### src/rtl/lsu_pkg.sv
// lsu_pkg: funct3 codes, FSM state encoding and request decode helpers
// shared by the load/store unit (optional feature macro: LSU_MISALIGNED_EN).
package lsu_pkg;

    localparam logic [2:0] F3_B  = 3'b000;
    localparam logic [2:0] F3_H  = 3'b001;
    localparam logic [2:0] F3_W  = 3'b010;
    localparam logic [2:0] F3_BU = 3'b100;
    localparam logic [2:0] F3_HU = 3'b101;

    typedef enum logic [2:0] {
        IDLE,
        RD0,
        RD1,
        WR0,
        WR1,
        RESP
    } lsu_state_e;

    // Access size in bytes: 1, 2 or 4.
    function automatic logic [2:0] size_bytes(input logic [2:0] f3);
        case (f3[1:0])
            2'b00:   return 3'd1;
            2'b01:   return 3'd2;
            default: return 3'd4;
        endcase
    endfunction

    // Stores only have the signed encodings; loads add BU/HU.
    function automatic logic f3_legal(input logic wr, input logic [2:0] f3);
        if (wr) begin
            return f3 inside {F3_B, F3_H, F3_W};
        end
        return f3 inside {F3_B, F3_H, F3_W, F3_BU, F3_HU};
    endfunction

endpackage

### src/rtl/lsu_align.sv
// lsu_align: byte-lane merge for read-modify-write stores and
// extract/extend for loads, over a two-word window {word1, word0}.
module lsu_align
    import lsu_pkg::*;
(
    input  logic [31:0] rbuf0_i,
    input  logic [31:0] rbuf1_i,
    input  logic [1:0]  offset_i,
    input  logic [2:0]  funct3_i,
    input  logic [31:0] wdata_i,
    output logic [31:0] st_word0_o,
    output logic [31:0] st_word1_o,
    output logic [31:0] ld_data_o
);

    logic [63:0] old_w;
    logic [63:0] mask;
    logic [63:0] ins;
    logic [63:0] merged;
    logic [31:0] shifted;
    logic [5:0]  sh;

    assign sh     = {offset_i, 3'b000};
    assign old_w  = {rbuf1_i, rbuf0_i};

    // Position size mask and store data at the byte offset, then merge.
    always_comb begin
        case (funct3_i[1:0])
            2'b00:   mask = 64'h0000_0000_0000_00FF;
            2'b01:   mask = 64'h0000_0000_0000_FFFF;
            default: mask = 64'h0000_0000_FFFF_FFFF;
        endcase
        mask    = mask << sh;
        ins     = {32'b0, wdata_i} << sh;
        merged  = (old_w & ~mask) | (ins & mask);
        shifted = 32'(old_w >> sh);
    end

    assign st_word0_o = merged[31:0];
    assign st_word1_o = merged[63:32];

    // Sign- or zero-extend the addressed bytes.
    always_comb begin
        unique case (funct3_i)
            F3_B:    ld_data_o = {{24{shifted[7]}}, shifted[7:0]};
            F3_H:    ld_data_o = {{16{shifted[15]}}, shifted[15:0]};
            F3_BU:   ld_data_o = {24'b0, shifted[7:0]};
            F3_HU:   ld_data_o = {16'b0, shifted[15:0]};
            default: ld_data_o = shifted;
        endcase
    end

endmodule

### src/rtl/load_store_unit.sv
// load_store_unit: RV32 load/store FSM over a word memory without byte
// enables; LSU_MISALIGNED_EN enables split word-crossing accesses.
module load_store_unit
    import lsu_pkg::*;
#(
    parameter int ADDRSIZE = 5,
    parameter int WORDSIZE = 32
) (
    input  logic                clk,
    input  logic                rst_n,
    input  logic                req_valid,
    output logic                req_ready,
    input  logic                req_write,
    input  logic [2:0]          req_funct3,
    input  logic [31:0]         req_addr,
    input  logic [WORDSIZE-1:0] req_wdata,
    output logic                resp_valid,
    output logic [WORDSIZE-1:0] resp_rdata,
    output logic                resp_error,
    output logic                mem_read,
    output logic                mem_write,
    output logic [ADDRSIZE-1:0] mem_addr,
    output logic [WORDSIZE-1:0] mem_wdata,
    input  logic [WORDSIZE-1:0] mem_rdata
);

    localparam int AW = ADDRSIZE + 2;

    lsu_state_e state_q, state_d;

    logic                write_q;
    logic [2:0]          f3_q;
    logic [AW-1:0]       addr_q;
    logic [WORDSIZE-1:0] wdata_q;
    logic [WORDSIZE-1:0] rbuf0_q;
    logic [WORDSIZE-1:0] rbuf1_q;
    logic [WORDSIZE-1:0] rdata_q;
    logic                err_q;
    logic                split_q;

    logic                accept;
    logic                req_err;
    logic                req_split;
    logic                req_sw_al;
    logic [2:0]          req_size;
    logic [ADDRSIZE-1:0] word0;
    logic [WORDSIZE-1:0] st0;
    logic [WORDSIZE-1:0] st1;
    logic [WORDSIZE-1:0] ld_data;
    logic [WORDSIZE-1:0] resp_now;
    logic                unused_addr;

    assign unused_addr = ^req_addr[31:AW];
    assign req_ready   = (state_q == IDLE);
    assign accept      = req_valid && req_ready;
    assign req_size    = size_bytes(req_funct3);
    assign req_sw_al   = req_write && (req_funct3 == F3_W)
                      && (req_addr[1:0] == 2'b00);
    assign word0       = addr_q[AW-1:2];

`ifdef LSU_MISALIGNED_EN
    logic [3:0]          req_end;
    logic [ADDRSIZE-1:0] word1;

    assign req_end   = {2'b00, req_addr[1:0]} + {1'b0, req_size};
    assign req_split = (req_end > 4'd4);
    assign req_err   = !f3_legal(req_write, req_funct3);
    assign word1     = word0 + ADDRSIZE'(1);
`else
    logic req_misal;
    logic unused_st1;

    assign req_misal  = (req_size == 3'd2) ? req_addr[0]
                      : (req_size == 3'd4) ? |req_addr[1:0]
                      : 1'b0;
    assign req_split  = 1'b0;
    assign req_err    = !f3_legal(req_write, req_funct3) || req_misal;
    assign unused_st1 = ^st1;
`endif

    lsu_align u_align (
        .rbuf0_i    (rbuf0_q),
        .rbuf1_i    (rbuf1_q),
        .offset_i   (addr_q[1:0]),
        .funct3_i   (f3_q),
        .wdata_i    (wdata_q),
        .st_word0_o (st0),
        .st_word1_o (st1),
        .ld_data_o  (ld_data)
    );

    // Next state and memory strobes; only read/write states touch memory.
    always_comb begin
        state_d   = state_q;
        mem_read  = 1'b0;
        mem_write = 1'b0;
        mem_addr  = '0;
        mem_wdata = '0;
        unique case (state_q)
            IDLE: begin
                if (accept) begin
                    if (req_err)        state_d = RESP;
                    else if (req_sw_al) state_d = WR0;
                    else                state_d = RD0;
                end
            end
            RD0: begin
                mem_read = 1'b1;
                mem_addr = word0;
                if (split_q)      state_d = RD1;
                else if (write_q) state_d = WR0;
                else              state_d = RESP;
            end
`ifdef LSU_MISALIGNED_EN
            RD1: begin
                mem_read = 1'b1;
                mem_addr = word1;
                state_d  = write_q ? WR0 : RESP;
            end
            WR1: begin
                mem_write = 1'b1;
                mem_addr  = word1;
                mem_wdata = st1;
                state_d   = RESP;
            end
`endif
            WR0: begin
                mem_write = 1'b1;
                mem_addr  = word0;
                mem_wdata = st0;
                state_d   = split_q ? WR1 : RESP;
            end
            RESP:    state_d = IDLE;
            default: state_d = IDLE;
        endcase
    end

    // State register.
    always_ff @(posedge clk or negedge rst_n) begin
        if (!rst_n) state_q <= IDLE;
        else        state_q <= state_d;
    end

    // Capture the request and its decode at the accept edge.
    always_ff @(posedge clk or negedge rst_n) begin
        if (!rst_n) begin
            write_q <= 1'b0;
            f3_q    <= '0;
            addr_q  <= '0;
            wdata_q <= '0;
            err_q   <= 1'b0;
            split_q <= 1'b0;
        end else if (accept) begin
            write_q <= req_write;
            f3_q    <= req_funct3;
            addr_q  <= req_addr[AW-1:0];
            wdata_q <= req_wdata;
            err_q   <= req_err;
            split_q <= req_split;
        end
    end

    // Read buffers fill from the combinational memory read port.
    always_ff @(posedge clk or negedge rst_n) begin
        if (!rst_n) begin
            rbuf0_q <= '0;
            rbuf1_q <= '0;
        end else begin
            if (state_q == RD0) rbuf0_q <= mem_rdata;
            if (state_q == RD1) rbuf1_q <= mem_rdata;
        end
    end

    assign resp_now = (write_q || err_q) ? '0 : ld_data;

    // Hold the last response data until the next response.
    always_ff @(posedge clk or negedge rst_n) begin
        if (!rst_n)                rdata_q <= '0;
        else if (state_q == RESP)  rdata_q <= resp_now;
    end

    assign resp_valid = (state_q == RESP);
    assign resp_error = resp_valid && err_q;
    assign resp_rdata = resp_valid ? resp_now : rdata_q;

endmodule

### config.mk
export PLATFORM = sky130hd
export DESIGN_NAME = load_store_unit
export DESIGN_NICKNAME = d
export VERILOG_FILES = /design/src/rtl/lsu_pkg.sv /design/src/rtl/lsu_align.sv /design/src/rtl/load_store_unit.sv
export SDC_FILE = /design/constraint.sdc
export NUM_CORES = 1
export LEC_CHECK = 0
export ABC_AREA = 0
export CAP_MARGIN = 20
export CORE_ASPECT_RATIO = 0.9
export CORE_MARGIN = 5
export CORE_UTILIZATION = 27
export DETAILED_ROUTE_END_ITERATION = 6
export DONT_BUFFER_PORTS = 1
export GPL_ROUTABILITY_DRIVEN = 0
export PLACE_DENSITY = 0.5
export SLEW_MARGIN = 5
export SYNTH_ARGS = -nofsm -noshare
export SYNTH_HDL_FRONTEND = slang
export SYNTH_SLANG_ARGS = --single-unit
### constraint.sdc
create_clock -name clk -period 2.2 [get_ports clk]
set_input_delay 0.22 -clock clk [delete_from_list [all_inputs] [get_ports clk]]
set_output_delay 0.22 -clock clk [all_outputs]
set_load 0.02 [all_outputs]
==> out/qor.txt, run 1 <==
run status - finished, violations left
failing checks - hold timing, setup timing
mean post-synth cell area - 12.35 um^2
number of register bits inferred by synthesis - 135
H-tree depth - 4
TritonCTS clock tree - done
total via count in the routed design - 5,391
Final Max Slew Viols - 0
count of buffers from port buffering - 0
average wire length per cell after detail routing - 22.69 um
Core Rows - 55
Period minus WS final - 2405 ps
final standard cell count with taps included and fillers excluded - 1,076
switch share - 0.4042
crit share post-route - 1.093
Global Route Usage Sum - 0.1676
number of DRC violations after detailed routing - 0
clock root cell - clkbuf_16
Die X - 179.3 um
Final setup viols - 53
total of fill cells in the finished design - 2,391
transition at the pin with the smallest max-transition slack - 536.4 ps
Buffers & Inverters on Critical Path - 1
cell family contributing the most delay on the critical path - multiplexers
Crit path largest cell delay - 540 ps
CTS Hold Buffers Added - 75
area occupied by multi-input gates - 4038 um^2
worst setup skew after layout - 12.98 ps
later-pin clock latency in the skew report - 420 ps
boundary pin count - 177
post-synthesis cell count - 564
top fanout value on the critical path - 8
Crit path arrival time - 2190 ps
core box area - 25,260 um^2
number of endpoints with negative hold slack in the final report - 135
total area of sequential cells - 3387 um^2
number of sinks on the clock net - 135
pre-CTS setup slack - -228.7 ps
remaining antenna violation count - 0
net total in the final layout - 823
final cell area excluding filler cells - 10,470 um^2
crit-path cells - mux4_2, mux2_4, nand3_4, nand2_2, buf_6
setup TNS after final layout - -6654 ps
1st-iter DRT viols - 229
area overhead of the layout relative to synthesis - 50.33%
sum of internal, switching and leakage power - 17.69 mW
Static Leak - 4.413 nW
Overflow after GRT - 0
share of final-layout standard cells stronger than drive strength 1 - 0.4966
headroom to the max-slew limit - 0.6411
critical path required time - 1980 ps
floorplan die height - 162.4 um
internal power summed over all cells - 10.54 mW
Tightest Hold Check Type - input port to async pin
wire length of the first global-routing pass - 36.75 mm
Post-DP HPWL - 15.42 mm
master of the slowest instance on the critical path - mux4_2
endpoint class of the critical path - output pin
pin count of the biggest net entering global routing - 136
worst IR drop on VDD - 647.9 uV
total wire length after detailed routing - 24.42 mm
via/cell ratio - 5.010
number of library cell types mapped by synthesis - 42
CP Class - flop to output pin
Post-Syn Area - 6965 um^2
sequential-to-total area share from yosys stat - 0.4850
die area - 29,110 um^2
number of placed instances, taps included - 932
Pre-Repair DR Iteration Count - 4
count of max-cap constraint violations - 0
sequential group share of total power - 0.283
cts bufs inserted - 17
Power Density - 1690 nW/um^2
setup slack after layout - -205.3 ps
count of synthesis-stage warnings from yosys - 0
vias in the first global route - 6,034
initial antenna violation count - 1
initial core utilization - 0.2758
placed instance area - 7787 um^2
final-layout worst hold slack - -507.2 ps
unrepaired setup endpoints after global routing - yes
clock slew seen by the registers of the worst setup and hold paths - 60 ps
syn_nets - 667
Fmax - 415.7 MHz
relative contribution of combinational cells to total power - 0.551
clk buf depth - 2
startpoint kind of the worst setup timing path - flop
Net Switching - 7.151 mW
Clock Power Share - 0.166
-- final timing paths --
kind	from	end	slack (ps)	cells past startpoint
worst min register to register	rdata_q[9]$_DFF_PN0_	rdata_q[9]$_DFF_PN0_	470	2
worst max-delay path	addr_q[0]$_DFFE_PN0P_	resp_rdata[16]	-210	5
max in group asynchronous	rst_n	rbuf0_q[14]$_DFFE_PN0P_	2490	0
worst max register to register	addr_q[0]$_DFFE_PN0P_	rdata_q[27]$_DFF_PN0_	280	4
worst min-delay path	rst_n	addr_q[5]$_DFFE_PN0P_	-510	0
min in group clk	req_valid	state_q[2]$_DFFE_PN0P_	90	2
-- final cells by class --
type	instances	area share
Multi-Input combinational cell	381	0.3856
Clock buffer	20	0.04266
Sequential cell	135	0.3235
Clock inverter	12	0.01458
Inverter	3	0.001075
Antenna cell	1	0.0002390
Timing Repair Buffer	182	0.1915
Tap cell	342	0.04087
-- flip-flops by register name, summed over array words and instances, names as in the netlist, 3 cells and up --
register,flops
addr_q,7
wdata_q,32
rbuf1_q,24
rbuf0_q,32
f3_q,3
state_q,3
rdata_q,32
-- metrics by stage --
stage / hold WS, ps / util
6_report: -507.2 / 0.4146
5_1_grt: -540.0 / 0.4146
3_3_place_gp: -70.96 / 0.3083
4_1_cts: -526.9 / 0.3899
3_5_place_dp: -70.92 / 0.3083
2_1_floorplan: -75.59 / -
-- synthesized netlist by cell type, drive strengths merged --
cell / number / area share
dfrtp: 135 / 0.49
mux2: 101 / 0.16
mux2i: 67 / 0.096
nand2: 43 / 0.023
nor2: 35 / 0.020
buf: 33 / 0.029
a21oi: 19 / 0.014
o21ai: 19 / 0.014
mux4: 18 / 0.058
a211oi: 16 / 0.017
a32oi: 16 / 0.020
clkbuf: 13 / 0.0070
a22o: 8 / 0.010
o22ai: 7 / 0.0063
and2: 6 / 0.0054
nor3: 6 / 0.0075
nor2b: 4 / 0.0036
inv: 3 / 0.0016
nand3: 2 / 0.0032
nor4b: 2 / 0.0034
a21boi: 1 / 0.0011
a311oi: 1 / 0.0013
a31oi: 1 / 0.00090
nand2b: 1 / 0.00090
nand3b: 1 / 0.0011
nor3b: 1 / 0.0018
nor4: 1 / 0.00090
o21a: 1 / 0.0011
o21bai: 1 / 0.0011
or2: 1 / 0.00090
or4: 1 / 0.0011
-- worst reg2reg max path: cells and delay by family (launching register included) --
| family | cells | cell delay (ps) |
|---|---|---|
| flops | 1 | 460 |
| simple gates | 2 | 400 |
| mux | 2 | 890 |
-- per-layer routing --
layer,share of wire,up-vias,GRT usage
met2,0.50,166,0.2812
li1,-,2415,-
met1,0.43,2792,0.2176
met3,0.062,18,0.04689
met5,0,-,0
met4,0.0075,0,0.03392
-- kinds of logic after synthesis --
family / Yosys count / share of synthesized area
AOI/OAI and AO/OA: 90 / 0.08694
DFF: 135 / 0.4850
muxes: 186 / 0.3178
and+or+nand+nor: 104 / 0.07257
buffers and inverters: 49 / 0.03772
-- power groups by stage --
stage / Sequential [mW] / Clock, mW / Combinational, mW
after floorplan: 4.31 / 0 / 5.28
after global placement: 4.76 / 0 / 6.87
after detailed placement: 4.83 / 0 / 7.01
after CTS: 4.89 / 3.02 / 8.75
after global routing: 5.18 / 3.13 / 10.4
final: 5.01 / 2.94 / 9.74
-- timing repair --
| action | in CTS | in global routing |
|---|---|---|
| buffers inserted | 16 | 15 |
| setup endpoints to repair | 64 | 63 |
| endpoints found under the hold margin | 234 | 135 |
| pin swaps | 25 | 49 |
| cloned | 8 | 3 |
| resized for setup | 100 | 111 |
-- cells in the final DEF (no fill, tap or decap), types with 4 or more instances in the layout --
cell type	netlist	final
a211oi_2	0	13
a21oi_1	18	13
a21oi_2	1	5
a22o_4	0	7
a32oi_1	16	12
a32oi_2	0	4
and2_1	6	6
buf_12	0	13
buf_16	0	4
buf_4	9	55
buf_6	1	29
clkbuf_16	0	19
clkinv_2	0	4
clkinv_4	0	4
dfrtp_1	135	130
dfrtp_2	0	4
dlygate4sd3_1	0	75
mux2_1	7	7
mux2_2	94	93
mux2i_1	67	51
mux2i_2	0	5
mux2i_4	0	11
mux4_2	18	18
nand2_1	43	23
nand2_2	0	12
nand2_4	0	8
nor2_1	33	21
nor2_2	2	5
nor2_4	0	9
o21ai_0	18	6
o21ai_1	1	6
o21ai_2	0	4
o22ai_2	0	6
Note: power is estimated with default switching activity, not from simulation.
==> inputs of run 2 (changes only) <==
Settings changed: BUFFER_PORTS_ARGS set to -buffer_cell sky130_fd_sc_hd__buf_2, CORE_MARGIN 5 to 2, DONT_BUFFER_PORTS 1 to unset, PLACE_DENSITY 0.5 to 0.57.
==> run 2 against run 1 <==
Fmax shrank 1.8%; the flow finishes with violations (setup timing); combinational power is 7.8% lower; sequential power down 2%; via count rose by 0.41%; highest routed layer unchanged.
==> out/qor.txt, run 2 (synthesized netlist as in run 1, its figures left out) <==
run status - finished, violations left
failing checks - setup timing
total wire length after detailed routing - 22.94 mm (-6.1%)
FF-to-FF End - rdata_q[29]$_DFF_PN0_
clock slew seen by the registers of the worst setup and hold paths - 60 ps (about the same)
die area - 27,100 um^2 (-6.9%)
endpoint class of the critical path - output pin
TritonCTS clock tree - done
startpoint kind of the worst setup timing path - flop
Final setup viols - 50 (-5.7%)
number of endpoints with negative hold slack in the final report - 0 (-100%)
transition at the pin with the smallest max-transition slack - 582.5 ps (+46.10 ps)
Overflow after GRT - 0 (unchanged)
Static Leak - 4.468 nW (+1.2%)
Core Rows - 55 (unchanged)
worst IR drop on VDD - 640.7 uV (-1.1%)
cell family contributing the most delay on the critical path - multiplexers
Min-Delay Endpoint - rbuf0_q[29]$_DFFE_PN0P_
vias in the first global route - 5,808 (-3.7%)
boundary pin count - 177 (unchanged)
Fmax - 408.2 MHz (-1.8%)
count of max-cap constraint violations - 0 (unchanged)
Crit path arrival time - 2230 ps (+40 ps)
unrepaired setup endpoints after global routing - yes
Tightest Hold Check Type - input port to flop
share of final-layout standard cells stronger than drive strength 1 - 0.5711 (+0.07446)
H-tree depth - 4 (unchanged)
CP Class - flop to output pin
core box area - 25,260 um^2 (unchanged)
floorplan die height - 156.4 um (-3.7%)
count of buffers from port buffering - 151 (+151)
clk buf depth - 2 (unchanged)
number of sinks on the clock net - 135 (unchanged)
share of the core filled with cells in the final layout - 0.3932 (-0.02140)
Period minus WS final - 2450 ps (+44.36 ps)
Buffers & Inverters on Critical Path - 1 (unchanged)
area overhead of the layout relative to synthesis - 42.57%
initial core utilization - 0.2758 (unchanged)
Post-DP HPWL - 15.08 mm (-2.2%)
crit-path cells - mux4_2, mux2_4, nand3_4, nand2_2, buf_6
number of cells on the worst reg-to-reg path - 5 (+1)
Hold Crit Start - mem_rdata[29]
cts bufs inserted - 17 (unchanged)
register-to-register path setup slack - 300 ps (+20 ps)
final-layout worst hold slack - 23.15 ps (+530.3 ps)
later-pin clock latency in the skew report - 430 ps (about the same)
total via count in the routed design - 5,413 (+0.41%)
sum of internal, switching and leakage power - 17.03 mW (-3.7%)
Die X - 173.3 um (-3.3%)
Global Route Usage Sum - 0.1690 (+0.001378)
clock root cell - clkbuf_16
placed instance area - 8309 um^2 (+6.7%)
biggest registers after layout - rbuf0_q: 32 flops, rdata_q: 32 flops, wdata_q: 32 flops
master of the slowest instance on the critical path - mux4_2
remaining antenna violation count - 0 (unchanged)
1st-iter DRT viols - 247 (+7.9%)
startpoint of the lowest-slack register-to-register path - addr_q[0]$_DFFE_PN0P_
via/cell ratio - 4.908 (-2.0%)
top fanout value on the critical path - 8 (unchanged)
Pre-Repair DR Iteration Count - 4 (unchanged)
Crit path largest cell delay - 540 ps (about the same)
crit share post-route - 1.114 (+0.02017)
final cell area excluding filler cells - 9931 um^2 (-5.2%)
number of DRC violations after detailed routing - 0 (unchanged)
Power Density - 1715 nW/um^2 (+1.5%)
headroom to the max-slew limit - 0.6117 (-0.02941)
initial antenna violation count - 1 (unchanged)
most frequent cells in the layout - dfrtp_1 (130), buf_2 (99), mux2_2 (93), buf_4 (63), mux2i_1 (55)
setup slack after layout - -249.7 ps (-44.36 ps)
hold depth - 2
most common cell after layout, fill and taps aside - dfrtp_1
average wire length per cell after detail routing - 20.80 um (-8.4%)
wire length of the first global-routing pass - 34.47 mm (-6.2%)
worst setup skew after layout - 11.54 ps (-1.435 ps)
pin count of the biggest net entering global routing - 55 (-60%)
net total in the final layout - 850 (+3.3%)
Final Max Slew Viols - 0 (unchanged)
critical path required time - 1980 ps (about the same)
-- run 2: routing by layer --
metal  GRT usage  wire length [um]
met4     0.04923               322
met2      0.2855             11190
met1      0.2176             10240
met3     0.03790              1194
met5           0                 0
-- run 2: final cells by class --
cell class / count / area [um^2]
fillers: 2503 / 15320
repair buffers: 209 / 1728
flip-flops and latches: 135 / 3387
well taps: 342 / 427.9
multi-input cells: 381 / 3734
clock buffers: 22 / 474.2
diodes: 1 / 2.502
inverters: 3 / 11.26
clock inverters: 10 / 166.4
-- run 2: what timing repair did --
item / 4_1_cts / 5_1_grt
hold endpoints to repair: 52 / 0
resized for setup: 128 / 57
setup endpoints to repair: 55 / 65
buffers inserted: 13 / 10
hold buffers: 1 / 0
gates cloned: 5 / 2
pin swaps: 19 / 14
-- run 2: report_power, final --
| group | total, mW | switching, mW | internal [mW] |
|---|---|---|---|
| combinational | 8.98 | 4.39 | 4.59 |
| sequential | 4.89 | 1.17 | 3.71 |
| clock | 3.16 | 1.17 | 2.00 |
-- run 2: worst max-delay path by stage --
stage | slack [ps] | cells past startpoint | startpoint | end
after detailed placement | -190 | 5 | addr_q[0]$_DFFE_PN0P_ | resp_rdata[9]
after global routing | -320 | 5 | addr_q[0]$_DFFE_PN0P_ | resp_rdata[18]
after global placement | -160 | 5 | addr_q[0]$_DFFE_PN0P_ | resp_rdata[13]
final | -250 | 5 | addr_q[0]$_DFFE_PN0P_ | resp_rdata[16]
after floorplan | 180 | 7 | addr_q[0]$_DFFE_PN0P_ | mem_wdata[23]
after CTS | -260 | 5 | addr_q[0]$_DFFE_PN0P_ | resp_rdata[18]
-- run 2: through the flow --
stage	setup slack, ps	TNS [ps]	cells
global route	-318.9	-11910	1103
CTS	-265.0	-8669	1092
floorplan	178.2	0	564
global placement	-155.2	-1192	1041
detailed placement	-186.5	-1207	1041
finish	-249.7	-7470	1103
==> inputs of run 3 (changes only) <==
Settings changed: HOLD_SLACK_MARGIN set to 0.08.
==> run 3 against run 2 <==
The run still ends with setup timing left; via count is 6.3% higher; clock power about the same; highest routed layer unchanged; worst setup slack improved by 11 ps; critical path type unchanged; final area grew 8.3%; register-to-register slack is essentially flat; critical path depth did not move; clock skew fell by 0.79 ps; sequential share of layout area decreased by 2.6 points; first-iteration DRC count increased by 12%.
==> out/qor.txt, run 3 (synthesized netlist as in run 1, its figures left out) <==
critical path required time - 1980 ps (about the same)
number of endpoints with negative hold slack in the final report - 0 (unchanged)
Pre-Repair DR Iteration Count - 5 (+1)
startpoint kind of the worst setup timing path - flop
most frequent cells in the layout - dfrtp_1 (130), buf_2 (99), mux2_2 (93), dlygate4sd3_1 (76), buf_4 (61)
1st-iter DRT viols - 276 (+12%)
number of DRC violations after detailed routing - 0 (unchanged)
CP Class - flop to output pin
die area - 27,100 um^2 (unchanged)
placed instance area - 8309 um^2 (unchanged)
failing checks - setup timing
total area of sequential cells - 3387 um^2 (unchanged)
unrepaired setup endpoints after global routing - yes
Core Rows - 55 (unchanged)
core box area - 25,260 um^2 (unchanged)
later-pin clock latency in the skew report - 430 ps (about the same)
run status - finished, violations left
Static Leak - 4.806 nW (+7.6%)
Tightest Hold Check Type - input port to flop
TritonCTS clock tree - done
average wire length per cell after detail routing - 20.21 um (-2.8%)
wire length of the first global-routing pass - 35.65 mm (+3.4%)
final cell area excluding filler cells - 10,760 um^2 (+8.3%)
endpoint class of the critical path - output pin
clock slew seen by the registers of the worst setup and hold paths - 60 ps (about the same)
total wire length after detailed routing - 23.83 mm (+3.9%)
total via count in the routed design - 5,754 (+6.3%)
vias in the first global route - 6,179 (+6.4%)
cts bufs inserted - 17 (unchanged)
area overhead of the layout relative to synthesis - 54.46%
crit share post-route - 1.109 (-0.004860)
setup slack after layout - -239.0 ps (+10.69 ps)
clk buf depth - 2 (unchanged)
total of fill cells in the finished design - 2,410 (-3.7%)
pin count of the biggest net entering global routing - 55 (unchanged)
area occupied by multi-input gates - 3754 um^2 (+0.54%)
clock root cell - clkbuf_16
worst setup skew after layout - 10.75 ps (-0.7938 ps)
Final setup viols - 50 (unchanged)
most common cell after layout, fill and taps aside - dfrtp_1
initial core utilization - 0.2758 (unchanged)
top fanout value on the critical path - 8 (unchanged)
initial antenna violation count - 0 (-1)
Crit path arrival time - 2220 ps (about the same)
Period minus WS final - 2439 ps (-10.69 ps)
worst IR drop on VDD - 642.5 uV (+0.29%)
floorplan die height - 156.4 um (unchanged)
pre-CTS setup slack - -186.5 ps (unchanged)
Die X - 173.3 um (unchanged)
count of buffers from port buffering - 151 (unchanged)
Post-DP HPWL - 15.08 mm (unchanged)
net total in the final layout - 927 (+9.1%)
remaining antenna violation count - 0 (unchanged)
share of the core filled with cells in the final layout - 0.4260 (+0.03280)
H-tree depth - 4 (unchanged)
share of final-layout standard cells stronger than drive strength 1 - 0.5197 (-0.05134)
biggest registers after layout - rbuf0_q: 32 flops, rdata_q: 32 flops, wdata_q: 32 flops
count of max-cap constraint violations - 0 (unchanged)
Fmax - 410.0 MHz (+0.44%)
boundary pin count - 177 (unchanged)
via/cell ratio - 4.880 (-0.55%)
transition at the pin with the smallest max-transition slack - 587.3 ps (+4.861 ps)
Overflow after GRT - 0 (unchanged)
Power Density - 1610 nW/um^2 (-6.1%)
headroom to the max-slew limit - 0.6084 (-0.003240)
Global Route Usage Sum - 0.1736 (+0.004539)
number of antenna diodes - 0 (-1)
Final Max Slew Viols - 0 (unchanged)
number of sinks on the clock net - 135 (unchanged)
-- run 3: where the power goes --
group	switching [mW]	leakage (nW)	internal, mW
Sequential	1.18	1.66	3.71
Combinational	4.48	2.84	4.77
Clock	1.17	0.307	2.00
Total	6.83	4.81	10.5
-- run 3: worst max-delay path, stage by stage, from the launching register on --
cell,delay [ps]
dfrtp_4,480
mux4_2,540
mux2_4,340
nand3_4,190
nand2_2,110
buf_6,140
-- run 3: per-stage QoR --
stage,setup TNS [ps],hold WS [ps],instances,power (mW)
4_1_cts,-8669,152.3,1167,16.80
6_report,-7405,173.6,1179,17.32
5_1_grt,-11920,169.1,1179,18.30
3_3_place_gp,-1192,236.5,1041,12.02
2_1_floorplan,0,-75.59,564,9.592
3_5_place_dp,-1207,239.2,1041,12.15
-- run 3: layout make-up --
cell class | instances | area share
Inverter | 3 | 0.001047
Sequential cell | 135 | 0.3148
Clock inverter | 10 | 0.01547
Clock buffer | 22 | 0.04407
Tap cell | 342 | 0.03977
Multi-Input combinational cell | 381 | 0.3489
Timing Repair Buffer | 286 | 0.2360
-- run 3: path summary, 6_finish.rpt --
path,cells after the start,from,slack (ps),end
min in group asynchronous,2,rst_n,340,addr_q[2]$_DFFE_PN0P_
setup / recovery,5,addr_q[0]$_DFFE_PN0P_,-240,resp_rdata[16]
hold / removal,3,req_valid,170,state_q[2]$_DFFE_PN0P_
max in group asynchronous,3,rst_n,1150,rbuf0_q[17]$_DFFE_PN0P_
hold reg to reg,2,rdata_q[8]$_DFF_PN0_,460,rdata_q[8]$_DFF_PN0_
setup reg to reg,5,addr_q[0]$_DFFE_PN0P_,310,rdata_q[29]$_DFF_PN0_
-- run 3: what timing repair did --
item	in CTS	in global routing
buffers inserted	13	10
endpoints found under the hold margin	151	0
gates cloned	5	3
pin swaps	19	14
hold buffers	76	0
setup endpoints to repair	55	65
resized for setup	128	61
-- run 3: routing by layer --
metal / up-vias / share of wire / global-route usage
met5: - / 0 / 0
met4: 0 / 0.012 / 0.04762
met3: 20 / 0.049 / 0.03960
met2: 151 / 0.49 / 0.2987
met1: 2975 / 0.45 / 0.2197
li1: 2608 / - / -
